File: src/rtl/io64_uart_tx_if.sv
// io64_uart_tx_if: CPU output-port word in, UART line and FIFO status out
interface io64_uart_tx_if #(parameter int ADDR_W = 2);
  logic [15:0] IO64_OUT;
  logic TX;
  logic TX_BUSY;
  logic [ADDR_W:0] FIFO_CNT;
  logic OVERFLOW;
  modport master (output IO64_OUT, input TX, TX_BUSY, FIFO_CNT, OVERFLOW);
  modport slave (input IO64_OUT, output TX, TX_BUSY, FIFO_CNT, OVERFLOW);
endinterface

File: src/rtl/io64_uart_tx.sv
// io64_uart_tx: buffers every change of IO64_OUT and sends it as two 8N1 UART bytes, low byte first
module io64_uart_tx #(
  parameter int CLK_DIV = 16,
  parameter int DEPTH = 4,
  parameter int ADDR_W = 2
) (
  input logic CLK,
  input logic RESET,
  io64_uart_tx_if.slave bus
);
  typedef enum logic [1:0] {IDLE, START, DATA, STOP} state_t;
  localparam logic [15:0] L_LAST = 16'(CLK_DIV - 1);
  localparam logic [ADDR_W:0] L_FULL = (ADDR_W + 1)'(DEPTH);
  state_t r_state, w_nx;
  logic [15:0] r_prev, r_hold, r_baud, w_baud_nx;
  logic [15:0] r_mem [DEPTH];
  logic [ADDR_W-1:0] r_wp, r_rp;
  logic [ADDR_W:0] r_cnt;
  logic [2:0] r_bit, w_bit_nx;
  logic [7:0] w_cur;
  logic r_byte, w_byte_nx, r_tx, w_tx_nx, r_ovf, w_chg, w_push, w_pop, w_last;
  assign w_chg = bus.IO64_OUT != r_prev;
  assign w_push = w_chg && r_cnt != L_FULL;
  // pop sees only the registered count, so a word is never popped on its push edge
  assign w_pop = r_state == IDLE && r_cnt != '0;
  assign w_last = r_baud == L_LAST;
  assign w_cur = r_byte ? r_hold[15:8] : r_hold[7:0];
  assign bus.TX = r_tx;
  assign bus.TX_BUSY = r_state != IDLE;
  assign bus.FIFO_CNT = r_cnt;
  assign bus.OVERFLOW = r_ovf;
  always_comb begin
    w_nx = r_state;
    w_bit_nx = r_bit;
    w_byte_nx = r_byte;
    w_baud_nx = r_state == IDLE ? 16'd0 : w_last ? 16'd0 : r_baud + 16'd1;
    case (r_state)
      IDLE: if (w_pop) begin
        w_nx = START;
        w_byte_nx = 1'b0;
      end
      START: if (w_last) begin
        w_nx = DATA;
        w_bit_nx = 3'd0;
      end
      DATA: if (w_last) begin
        w_bit_nx = r_bit + 3'd1;
        w_nx = r_bit == 3'd7 ? STOP : DATA;
      end
      STOP: if (w_last) begin
        w_byte_nx = 1'b1;
        w_nx = r_byte ? IDLE : START;
      end
      default: w_nx = IDLE;
    endcase
    // TX is registered from the next state so the line changes cleanly on the edge
    w_tx_nx = w_nx == START ? 1'b0 : w_nx == DATA ? w_cur[w_bit_nx] : 1'b1;
  end
  always_ff @(posedge CLK)
    if (w_push) r_mem[r_wp] <= bus.IO64_OUT;
  always_ff @(posedge CLK) begin
    if (RESET) begin
      r_state <= IDLE;
      r_prev <= '0;
      r_hold <= '0;
      r_wp <= '0;
      r_rp <= '0;
      r_cnt <= '0;
      r_ovf <= 1'b0;
      r_bit <= '0;
      r_baud <= '0;
      r_byte <= 1'b0;
      r_tx <= 1'b1;
    end else begin
      r_state <= w_nx;
      r_bit <= w_bit_nx;
      r_byte <= w_byte_nx;
      r_baud <= w_baud_nx;
      r_tx <= w_tx_nx;
      if (w_chg) r_prev <= bus.IO64_OUT;
      if (w_chg && !w_push) r_ovf <= 1'b1;
      if (w_push) r_wp <= r_wp + 1'b1;
      if (w_pop) begin
        r_hold <= r_mem[r_rp];
        r_rp <= r_rp + 1'b1;
      end
      r_cnt <= w_push && !w_pop ? r_cnt + 1'b1 : !w_push && w_pop ? r_cnt - 1'b1 : r_cnt;
    end
  end
endmodule

File: src/flat_wrapper.sv
// flat-port wrapper written by rule: the top's interface ports become plain ports
module io64_uart_tx_flat 
#(
  parameter int CLK_DIV = 16,
  parameter int DEPTH = 4,
  parameter int ADDR_W = 2
)
  (CLK, RESET, bus_IO64_OUT, bus_TX, bus_TX_BUSY, bus_FIFO_CNT, bus_OVERFLOW);
  io64_uart_tx_if #(.ADDR_W(ADDR_W)) bus_i ();
  input logic CLK;
  input logic RESET;
  input wire logic [$bits(bus_i.IO64_OUT)-1:0] bus_IO64_OUT;
  output wire logic [$bits(bus_i.TX)-1:0] bus_TX;
  output wire logic [$bits(bus_i.TX_BUSY)-1:0] bus_TX_BUSY;
  output wire logic [$bits(bus_i.FIFO_CNT)-1:0] bus_FIFO_CNT;
  output wire logic [$bits(bus_i.OVERFLOW)-1:0] bus_OVERFLOW;
  assign bus_i.IO64_OUT = bus_IO64_OUT;
  assign bus_TX = bus_i.TX;
  assign bus_TX_BUSY = bus_i.TX_BUSY;
  assign bus_FIFO_CNT = bus_i.FIFO_CNT;
  assign bus_OVERFLOW = bus_i.OVERFLOW;
  io64_uart_tx #(.CLK_DIV(CLK_DIV), .DEPTH(DEPTH), .ADDR_W(ADDR_W)) u_core (.CLK(CLK), .RESET(RESET), .bus(bus_i));
endmodule
File: config.mk
export PLATFORM = sky130hd
export DESIGN_NAME = io64_uart_tx_flat
export DESIGN_NICKNAME = d
export VERILOG_FILES = /design/src/rtl/io64_uart_tx_if.sv /design/src/rtl/io64_uart_tx.sv /design/src/flat_wrapper.sv
export SDC_FILE = /design/constraint.sdc
export NUM_CORES = 1
export LEC_CHECK = 0
export BUFFER_PORTS_ARGS = -buffer_cell sky130_fd_sc_hd__buf_2
export CORE_ASPECT_RATIO = 2
export CORE_MARGIN = 1
export CORE_UTILIZATION = 40
export CTS_BUF_LIST = sky130_fd_sc_hd__clkbuf_8 sky130_fd_sc_hd__clkbuf_16
export CTS_CLUSTER_SIZE = 12
export DETAILED_ROUTE_END_ITERATION = 6
export GPL_ROUTABILITY_DRIVEN = 0
export HOLD_SLACK_MARGIN = 0.02
export PLACE_DENSITY = 0.67
export SLEW_MARGIN = 20
export SYNTH_ARGS = -nofsm -noshare
export SYNTH_HDL_FRONTEND = slang
export SYNTH_SLANG_ARGS = --single-unit
File: constraint.sdc
create_clock -name CLK -period 3.9 [get_ports CLK]
set_input_delay 0.195 -clock CLK [delete_from_list [all_inputs] [get_ports CLK]]
set_output_delay 0.195 -clock CLK [all_outputs]
set_load 0.02 [all_outputs]
## Word-level counts from Yosys, hierarchy flattened

Memories as Yosys holds them, arrays and structs flattened. A register that Yosys moved wholly into a read port is not among the register bits.
Index checks and enable logic that the tools add are counted.

| storage, ports and cells | value |
|---|---|
| output and inout port bits | 6 |
| RAM bits | 64 |
| word-level logic and storage cells | 65 |
| input port bits | 18 |
| register bits after elaboration | 47 |
| memories kept | 1 |

| cells by class | value |
|---|---|
| multiplexer cells | 22 |
| equal/unequal tests | 11 |
| magnitude comparators | 1 |
| $add $sub $neg | 6 |
| reductions and logical operators | 14 |

Memories:

| memory | depth | bits a word | rd ports | clocked after memory_dff | write ports | line | text |
|---|---|---|---|---|---|---|---|
| u_core.r_mem | 4 | 16 | 1 | 1 | 1 | io64_uart_tx.sv:16 | `logic [15:0] r_mem [DEPTH];` |

Operator list:

| cell | number |
|---|---|
| 16-bit by 1-bit adder with 16-bit output, second input constant | 1 |
| 16-bit by 4-bit == test with 1-bit output, second input constant | 1 |
| 16-bit != test | 1 |
| 3-bit two-way mux | 4 |
| 1-bit two-way mux | 9 |
| 2-bit two-way mux | 4 |
| 8-bit two-way mux | 1 |
| 2-bit one-hot mux with 4 select lines | 1 |
| 3-bit by 1-bit adder with 3-bit output, second input constant | 2 |
| 2-bit == test, second input constant | 3 |
| 3-bit one-hot mux with 2 select lines | 1 |
| 2-bit nonzero test | 3 |
| 1-bit logical AND | 5 |
| 2-bit by 1-bit adder with 2-bit output, second input constant | 2 |
| 2-bit by 1-bit == test with 1-bit output, second input constant | 2 |
| 3-bit by 4-bit < comparator with 1-bit output, second input constant | 1 |
| 2-bit by 1-bit != test with 1-bit output, second input constant | 2 |
| 1-bit binary-select mux with 3-bit select | 1 |
| 3-bit == test, second input constant | 1 |
| 3-bit != test, second input constant | 1 |
| 3-bit AND reduction | 1 |
| 3-bit nonzero test | 1 |
| 3-bit OR reduction | 1 |
| 3-bit by 1-bit subtractor with 3-bit output, second input constant | 1 |
| other kinds (3) | 4 |

## Depth between registers and ports, before layout

Gate-level depths: netlist (run 1).

| depth | value |
|---|---|
| word-level depth | 7 |
| mapped depth | 12 |
| gate-level depth less buffers | 11 |

## Worst setup path before layout (run 1)

Ideal clock, no wire load.

| path | value |
|---|---|
| path type | register -> register |
| start | register u_core.r_state[1] |
| end | register u_core.r_cnt[2] (netlist: u_core.bus.FIFO_CNT[2]) |
| slack | 1.166 ns |
| data arrival time | 2.663 ns |
| path buffers | 1 |
| clock period less this slack | 2.734 ns |
| stages on the path, launching flop included | 13 |
| setup time | 0.070 ns |
| cell sequence | dfxtp_1 -> inv_1 -> ha_1 -> inv_1 -> nor2_2 -> clkinv_1 -> clkbuf_1 -> ha_1 -> inv_1 -> fa_1 -> xor2_1 -> or3_1 -> a21oi_1 |

| between the ends | value |
|---|---|
| cells in the longest elaborated chain, start to end | 5 |
| elaborated cells between the ends (all ways) | 7 |

RTL lines:

| item | line | text |
|---|---|---|
| start, declared | io64_uart_tx.sv:14 | `state_t r_state, w_nx;` |
| start signal, assigned | io64_uart_tx.sv:75 | `r_state <= w_nx;` |
| 2-bit zero test (*) | io64_uart_tx.sv:25 | `assign w_pop = r_state == IDLE && r_cnt != '0;` |
| 1-bit logical AND (*) | io64_uart_tx.sv:25 |  |
| 1-bit zero test | io64_uart_tx.sv:87 | `r_cnt <= w_push && !w_pop ? r_cnt + 1'b1 : !w_push && w_pop ? r_cnt - 1'b1 : r_cnt;` |
| 1-bit logical AND | io64_uart_tx.sv:87 |  |
| 3-bit two-way mux or 2-bit nonzero test (tied branches) | - |  |
| end signal, assigned | io64_uart_tx.sv:87 |  |
| end, declared | io64_uart_tx.sv:18 | `logic [ADDR_W:0] r_cnt;` |

Every way passes the cells marked *; elsewhere a longest branch is shown, timed or not.
A chain may end at the register's enable or synchronous reset.

## Worst setup path in the final report (run 1)

Same ends and word-level chain as after synthesis.

==> results, run 1 <==
- The tightest slew margin relative to the limit is 34.9%.
- VDD sags by at most 421 uV.
- Once detail routing completed, the nets flagged for antenna violations numbered 0.
- The clock transition time at the flip-flop clock pins of the worst setup and hold paths is 0.06 ns.
- For the worst-skew pair, the clock arrives at the later sink with an insertion delay of 0.42 ns.
- The total iterations of the first detailed-routing run is 4.
- The clock tree buffer depth is 2.
- For this block, the routed nets add up to 9.78 mm of wire.
- The proportion of layout cells with a drive suffix above 1 is 18.5%.
- CTS saw 127 sinks.
- The met2 layer usage reported by global route is 30.6%.
- Dividing the detail-routed wire length by the instance count gives 16.2 um.
- 24 I/O pins were placed.
- Measured along the y axis, the die boundary spans 164 um.
- The area enclosed by the die boundary is 13600 um2.
- Setup repair after global routing left no endpoint under its margin.
- STA classifies the critical path endpoint as a flip-flop.
- The post-synthesis sequential element count is 127.
- Max-cap violations in this run came to 0.
- The met3 demand-to-capacity share in global routing is 4.42%.
- Setup violations remaining at the end of the flow were counted as 0.
- The cell occurring most often along the worst timing path is sky130_fd_sc_hd__inv_1.
- The final routed DRC violation total is 0.
- Across the routed clock network, the largest skew measured is 0.00747 ns.
- The number of antenna violations at the first check in global routing was 0.
- Summed over all layers, the global routing overflow is 0.
- Leaving out fill and tap cells, the most frequent cells in the layout are sky130_fd_sc_hd__edfxtp_1, sky130_fd_sc_hd__dfxtp_1, sky130_fd_sc_hd__nand2_1, sky130_fd_sc_hd__nor2_1, sky130_fd_sc_hd__xor2_1.
- The routed via count divided by cell count is 5.24.
- For this run, the total global-route usage over all layers was measured as 15.9%.
- Walking the worst path, the cells encountered are inv_1 -> ha_1 -> inv_1 -> nor2_2 -> clkinv_1 -> ha_1 -> inv_1 -> fa_1 -> xor2_1 -> or3_1 -> a21oi_1.
- The power density over the cells is 732 nW/um2.
- The final-report hold violation count is 0.
- The first-pass GRT wire length is 16.2 mm.
- The unique cell type count in the Yosys netlist is 46.
- The path class of the tightest hold or removal check is primary input to flip-flop.
- The worst path needs 3.36 ns of the cycle, external delays included.
- The via count of the first global-routing pass is 3306.
- The synthesized area per cell is 12.9 um2.
- The number of instances resized during post-cts repair is 0.
- In this run the number of H-tree levels came out at 4.
- The region available for standard cell placement spans 12700 um2.
- The routed layout has 3163 vias.
- The met1 demand-to-capacity share in global routing is 14.8%.
- After legalization and detailed placement, the total HPWL measured 6.62 mm.
- The total power of the final layout is 4.49 mW.
- The post-synthesis cell area is 5260 um2.
- Post-CTS timing repair inserted 0 buffers for setup.
- The type of origin of the critical path is a flip-flop.
- 0 antenna diodes ended up in the layout.
- The number of pins exceeding their max-slew limit in the final report was 0.
- The net total in the final layout is 473.
- The total negative setup slack is 0 ns.
- The initial core utilization is 41.4%.
- The flow ran to the end, and the final reports show no timing, DRC or antenna violations.
- The actual transition at the worst max-transition pin is 0.977 ns.
- After layout, the worst path uses 86.2% of the clock period.
- The total of warnings raised by yosys is 0.
- The worst setup path is of the flip-flop to flip-flop kind.
- The highest clock rate is 0.298 GHz.
- Among all stages on the critical path, the largest delay is contributed by sky130_fd_sc_hd__clkinv_1.
- Along the worst path, the maximum fanout reaches 19.
- Of the synthesized area, sequential elements account for 60.6%.
- The TritonCTS clock tree is done.
- The relative area change from synthesis to final layout is 16.7%.
- The overall die width is 83.1 um.
- The cell count after synthesis is 407.
- In this run the core area contains 58 standard-cell rows.
- In this run, CTS created clock tree buffers numbering 17.
- After filler insertion, the fill cell instance count of the layout stands at 1089.
- The library cell used as clock root buffer is sky130_fd_sc_hd__clkbuf_16.
- The highest-utilization routing layer at the global route stage is met2.
- The count of buffers from port buffering is 23.
- Entering global routing, the biggest net connects 51 pins.
- The data arrival at the endpoint of the critical path is 3.70 ns.
- The worst stage delay on the critical path is 0.61 ns.
- The data required time of the critical path is 4.24 ns.
- When the netlist entered floorplanning its net count stood at 439.
- The most frequent standard cell in the layout excluding fill and tap cells is sky130_fd_sc_hd__edfxtp_1.
- For this design the static power due to leakage is 2.27 nW.
- The first routing iteration left 104 violations.
## stage by stage
step / setup slack [ns] / util [%] / cell area [um2] / instances / hold slack [ns]
after floorplan: 1.17 / - / 5260 / 407 / 0.294
after global placement: 0.738 / 43.4 / 5510 / 568 / 0.424
after detailed placement: 0.563 / 43.4 / 5510 / 568 / 0.431
after CTS: 0.520 / 48.3 / 6130 / 604 / 0.0217
after global routing: 0.162 / 48.3 / 6130 / 604 / 0.0291
final: 0.539 / 48.3 / 6130 / 604 / 0.0309
## sequential cells by signal, indices dropped and copies added (netlist names), 2 cells and up
signal / cells
u_core.r_bit: 3
u_core.r_prev: 16
u_core.r_state: 2
u_core.r_rp: 2
u_core.r_wp: 2
u_core.r_baud: 16
u_core.r_mem: 64
u_core.bus.FIFO_CNT: 3
u_core.r_hold: 16
## kinds of logic after synthesis
group	synth area share, %
simple gates	13.6
flops	60.6
compound gates	5.47
xor+xnor	5.83
mux	9.05
buf+inv	2.05
fa+ha+maj	3.48
## synthesized netlist by cell type, drive strengths merged
library cell | number | area [um2]
a211o | 5 | 43.8
a21boi | 1 | 7.51
a21oi | 20 | 100
a221oi | 1 | 15.0
a22o | 1 | 8.76
a22oi | 1 | 21.3
a2bb2oi | 2 | 30.0
a31o | 1 | 8.76
a31oi | 1 | 6.26
a41o | 1 | 10.0
a41oi | 1 | 8.76
and2 | 5 | 31.3
and3 | 5 | 36.3
buf | 5 | 32.5
clkbuf | 9 | 33.8
clkinv | 1 | 3.75
dfxtp | 63 | 1260
edfxtp | 64 | 1920
fa | 1 | 20.0
ha | 13 | 163
inv | 10 | 37.5
mux2 | 4 | 45.0
mux2i | 7 | 70.1
mux4 | 16 | 360
nand2 | 39 | 146
nand2b | 1 | 6.26
nand3 | 8 | 40.0
nand4 | 10 | 62.6
nor2 | 37 | 141
nor2b | 17 | 106
nor3 | 4 | 20.0
nor3b | 1 | 7.51
nor4 | 11 | 93.8
nor4b | 1 | 15.0
o211ai | 1 | 12.5
o21ai | 3 | 15.0
or3 | 1 | 6.26
xnor2 | 11 | 96.3
xor2 | 24 | 210
## what timing repair did
item,4_1_cts,5_1_grt
hold buffers,4,0
endpoints found under the hold margin,13,0
setup endpoints to repair,0,0
## final cells by class
| cell class | instances | area (um2) | area share [%] |
|---|---|---|---|
| Clock buffer | 17 | 425 | 6.94 |
| Multi-Input combinational cell | 255 | 1970 | 32.0 |
| Clock inverter | 15 | 160 | 2.61 |
| Sequential cell | 127 | 3180 | 51.9 |
| Tap cell | 150 | 188 | 3.06 |
| Timing Repair Buffer | 29 | 170 | 2.77 |
| Inverter | 11 | 41.3 | 0.673 |
## path summary, 6_finish.rpt
| check | endpoint | start | depth (start not counted) | slack [ns] |
|---|---|---|---|---|
| setup / recovery | u_core.bus.FIFO_CNT[2]$_SDFFE_PP0P_ | u_core.r_state[1]$_SDFF_PP0_ | 11 | 0.54 |
| hold / removal | u_core.r_mem[2][11]$_DFFE_PP_ | bus_IO64_OUT[11] | 1 | 0.03 |
| setup reg to reg | u_core.bus.FIFO_CNT[2]$_SDFFE_PP0P_ | u_core.r_state[1]$_SDFF_PP0_ | 11 | 0.54 |
| hold reg to reg | u_core.r_baud[0]$_SDFF_PP0_ | u_core.r_baud[0]$_SDFF_PP0_ | 1 | 0.43 |
## report_power, final
| part | internal (mW) | leakage, nW | total, mW | switching, mW |
|---|---|---|---|---|
| clock network | 0.948 | 0.284 | 1.56 | 0.609 |
| registers | 1.74 | 1.12 | 1.88 | 0.136 |
| logic | 0.435 | 0.869 | 1.05 | 0.618 |
| total | 3.13 | 2.27 | 4.49 | 1.36 |
## worst max-delay path, delay by kind of cell, from the launching register on
family	cells	cell delay, ns
adders and majority gates	3	0.85
DFF	1	0.37
xor gates and xnor gates	1	0.09
and+or+nand+nor	2	0.91
buffers and inverters	4	0.92
AOI/OAI and AO/OA	1	0.14
## layer usage
layer	share of wire [%]	vias to the layer above
li1	-	1543
met4	2.6	0
met3	2.7	21
met5	0	-
met1	36	1551
met2	58	48
(Power assumes the default switching activity.)
==> run 2, diff against run 1 <==
--- a/config.mk
+++ b/config.mk
@@ -6,6 +6,8 @@
 export NUM_CORES = 1
 export LEC_CHECK = 0
 export BUFFER_PORTS_ARGS = -buffer_cell sky130_fd_sc_hd__buf_2
+export CELL_PAD_IN_SITES_DETAIL_PLACEMENT = 2
+export CELL_PAD_IN_SITES_GLOBAL_PLACEMENT = 2
 export CORE_ASPECT_RATIO = 2
 export CORE_MARGIN = 1
 export CORE_UTILIZATION = 40
@@ -14,7 +16,7 @@
 export DETAILED_ROUTE_END_ITERATION = 6
 export GPL_ROUTABILITY_DRIVEN = 0
 export HOLD_SLACK_MARGIN = 0.02
-export PLACE_DENSITY = 0.67
+export PLACE_DENSITY = 0.85
 export SLEW_MARGIN = 20
 export SYNTH_ARGS = -nofsm -noshare
 export SYNTH_HDL_FRONTEND = slang
==> run 2 against run 1 <==
  * Worst hold slack better by 0.0030 ns
  * Clock-buffer cell count grew 1
  * Sequential power is 2% higher
  * Final cell count grew 0.33%
  * First-iteration DRC count down 15%
  * Non-clock buffer count up 2
  * Critical path type unchanged
  * Critical endpoint unchanged
  * Largest power group unchanged
==> results, run 2 (synthesized netlist as in run 1, its figures left out) <==
- The sum of overflow across all layers after global routing came to 0 (unchanged).
- The violation count after the first detailed-routing iteration is 88 (was 104).
- The routed via count divided by cell count is 5.47 (was 5.24).
- The total negative setup slack is 0 ns (unchanged).
- The register ranked first by flip-flop count is u_core.r_mem (unchanged).
- The number of nets with antenna violations after routing is 0 (unchanged).
- The tightest slew margin relative to the limit is 33.3% (was 34.9%).
- The portion of the clock cycle consumed by the worst path in the final layout came to 89.9% (was 86.2%).
- The number of buffers created by CTS is 17 (unchanged).
- The number of antenna violations at the first check in global routing is 0 (unchanged).
- The overall die width was 83.1 um (unchanged).
- The worst clock skew is 0.0106 ns (was 0.00747 ns).
- The clock tree buffer depth is 2 (unchanged).
- The maximum resistive drop on vdd is 558 uV (was 421 uV).
- The area enclosed by the die boundary came to 13600 um2 (unchanged).
- The highest clock rate is 0.285 GHz (was 0.298 GHz).
- Result of the run: finished clean (unchanged).
- The most frequent standard cell in the layout excluding fill and tap cells is sky130_fd_sc_hd__edfxtp_1 (unchanged).
- The via count of the first global-routing pass is 3964 (was 3306).
- The number of max-cap violations is 0 (unchanged).
- The cell occurring most often along the worst timing path is sky130_fd_sc_hd__inv_1 (unchanged).
- The placed standard-cell area is 5520 um2 (was 5510 um2).
- The clock transition time at the flip-flop clock pins of the worst setup and hold paths came to 0.06 ns (about the same).
- The post-layout utilization of the core is 48.9% (was 48.3%).
- The H-tree level count is 4 (unchanged).
- The area taken by flip-flops and latches came to 3180 um2 (unchanged).
- The total leakage power was 2.31 nW (was 2.27 nW).
- The worst stage delay on the critical path is 0.66 ns (was 0.61 ns).
- The critical hold path startpoint was bus_IO64_OUT[2] (was bus_IO64_OUT[11]).
- The critical path endpoint category was a flip-flop (unchanged).
- The data required time of the critical path is 4.26 ns (was 4.24 ns).
- The antenna cell count came to 0 (unchanged).
- The reg-to-reg setup timing slack is 0.39 ns (was 0.54 ns).
- The worst reg2reg path startpoint is u_core.r_state[1]$_SDFF_PP0_ (unchanged).
- The number of flip-flops in the largest register was 64 (unchanged).
- The pin count of the biggest net entering global routing is 51 (unchanged).
- The final HPWL from detailed placement is 8.43 mm (was 6.62 mm).
- The total iterations of the first detailed-routing run is 4 (unchanged).
- Worst-path cell chain: inv_1 -> ha_1 -> inv_1 -> nor2_2 -> clkinv_1 -> ha_1 -> inv_1 -> fa_1 -> xor2_1 -> or3_1 -> a21oi_1 (unchanged).
- The TritonCTS sink count came to 127 (unchanged).
- Leading cell types in the layout, fill and taps excluded: sky130_fd_sc_hd__edfxtp_1, sky130_fd_sc_hd__dfxtp_1, sky130_fd_sc_hd__nand2_1, sky130_fd_sc_hd__nor2_1, sky130_fd_sc_hd__xor2_1 (unchanged).
- The total power of the final layout is 4.82 mW (was 4.49 mW).
- The site row count is 58 (unchanged).
- The total routed wirelength is 14.0 mm (was 9.78 mm).
- The die extent in y was 164 um (unchanged).
- The class of the tightest hold or removal check is primary input to flip-flop (unchanged).
- The number of pins exceeding their max-slew limit in the final report came to 0 (unchanged).
- The library cell used as clock root buffer is sky130_fd_sc_hd__clkbuf_16 (unchanged).
- The count of buffers from port buffering was 23 (unchanged).
- The total non-filler cell area in the finished layout is 6210 um2 (was 6130 um2).
- The slowest library cell on the worst path is sky130_fd_sc_hd__clkinv_1 (unchanged).
- The final-report hold violation count is 0 (unchanged).
- The number of instances resized during post-cts repair came to 0 (unchanged).
- The maximum fanout count along the critical path is 19 (unchanged).
- The class of the most critical setup path is flip-flop to flip-flop (unchanged).
- The TritonCTS clock tree is done (unchanged).
- The proportion of layout cells with a drive suffix above 1 came to 18.6% (was 18.5%).
- The fill cell total of the finished layout is 1180 (was 1089).
- The endpoint of the worst register-to-register path is u_core.bus.FIFO_CNT[2]$_SDFFE_PP0P_ (unchanged).
- The relative area change from synthesis to final layout is 18.1% (was 16.7%).
- The power density over the cells is 777 nW/um2 (was 732 nW/um2).
- The top-level port count is 24 (unchanged).
- The actual transition at the worst max-transition pin was 1.00 ns (was 0.977 ns).
- The end point of the worst hold path is u_core.r_mem[1][2]$_DFFE_PP_ (was u_core.r_mem[2][11]$_DFFE_PP_).
- The number of cells on the worst hold path is 1 (unchanged).
- The footprint of the multi-input gates is 1970 um2 (unchanged).
- The final routed wire length divided by cell count was 23.1 um (was 16.2 um).
- Setup repair after global routing missed its margin: false (unchanged).
- The time the final worst path needs with I/O delays and setup came to 3.51 ns (was 3.36 ns).
- The setup-violating endpoint count in the final report was 0 (unchanged).
- The total routing resource utilization after global routing is 22.4% (was 15.9%).
- The core region area is 12700 um2 (unchanged).
- The type of origin of the critical path is a flip-flop (unchanged).
- The count of cells along the worst register-to-register path is 11 (unchanged).
- The total number of vias is 3313 (was 3163).
- The net total in the final layout is 475 (was 473).
- The final routed DRC violation total is 0 (unchanged).
- The clock latency on the worst-skew pair came to 0.43 ns (was 0.42 ns).
- The data arrival at the endpoint of the critical path came to 3.86 ns (was 3.70 ns).
- The initial core utilization is 41.4% (unchanged).
- The first-pass GRT wire length is 22.2 mm (was 16.2 mm).
[run 2: cell count changes in the layout (fill, tap and decap cells not counted), sizes merged]
cell	change
buf	+1
bufinv	+2
clkbuf	+1
clkinv	-1
clkinvlp	-3
dlygate4sd3	+1
inv	+1
[run 2: cell type report]
class                      count  share of cell area, %
clock inverter                14                   3.30
tap                          150                   3.02
sequential                   127                   51.3
multi-input combinational    255                   31.7
inverter                      11                  0.665
clock buffer                  18                   7.07
timing repair buffer          31                   3.02
[run 2: metrics by stage]
step           hold slack, ns  worst slack (ns)  std cells
6_report               0.0340             0.392        606
5_1_grt                0.0390            0.0475        606
3_5_place_dp            0.457             0.503        569
3_3_place_gp            0.430             0.680        569
4_1_cts                0.0218             0.351        606
2_1_floorplan           0.294              1.17        407
[run 2: worst max path at each step]
stage | from | to | slack, ns | cells after the start
floorplan | u_core.r_state[1]$_SDFF_PP0_ | u_core.bus.FIFO_CNT[2]$_SDFFE_PP0P_ | 1.17 | 12
global placement | u_core.r_state[1]$_SDFF_PP0_ | u_core.bus.FIFO_CNT[2]$_SDFFE_PP0P_ | 0.68 | 11
detailed placement | u_core.r_state[1]$_SDFF_PP0_ | u_core.bus.FIFO_CNT[1]$_SDFFE_PP0P_ | 0.50 | 10
CTS | u_core.r_state[1]$_SDFF_PP0_ | u_core.bus.FIFO_CNT[2]$_SDFFE_PP0P_ | 0.35 | 11
global route | u_core.r_state[1]$_SDFF_PP0_ | u_core.bus.FIFO_CNT[2]$_SDFFE_PP0P_ | 0.05 | 11
finish | u_core.r_state[1]$_SDFF_PP0_ | u_core.bus.FIFO_CNT[2]$_SDFFE_PP0P_ | 0.39 | 11
[run 2: timing repair]
action,CTS,global route
hold buffers,5,0
endpoints found under the hold margin,16,0
setup buffers,0,0
[run 2: power by group]
| group | leakage [nW] | internal (mW) | switching (mW) | total (mW) |
|---|---|---|---|---|
| Clock | 0.320 | 1.10 | 0.644 | 1.75 |
| Sequential | 1.12 | 1.75 | 0.172 | 1.92 |
| Combinational | 0.878 | 0.442 | 0.716 | 1.16 |
| Total | 2.31 | 3.29 | 1.53 | 4.82 |
[run 2: worst max-delay path, delay by kind of cell, from the launching register on]
kind / cells / cell delay (ns)
AOI/OAI and AO/OA: 1 / 0.15
xor gates and xnor gates: 1 / 0.09
adders and majority gates: 3 / 0.88
buffers and inverters: 4 / 0.98
DFF: 1 / 0.37
and+or+nand+nor: 2 / 0.96
[run 2: routing by layer]
metal  GRT usage, %  vias to the layer above  wire (um)
met5              0                        -          0
met3           4.42                       35        310
met4           12.1                        0        504
li1               -                     1537          -
met2           44.3                       65       8260
met1           21.2                     1676       4930
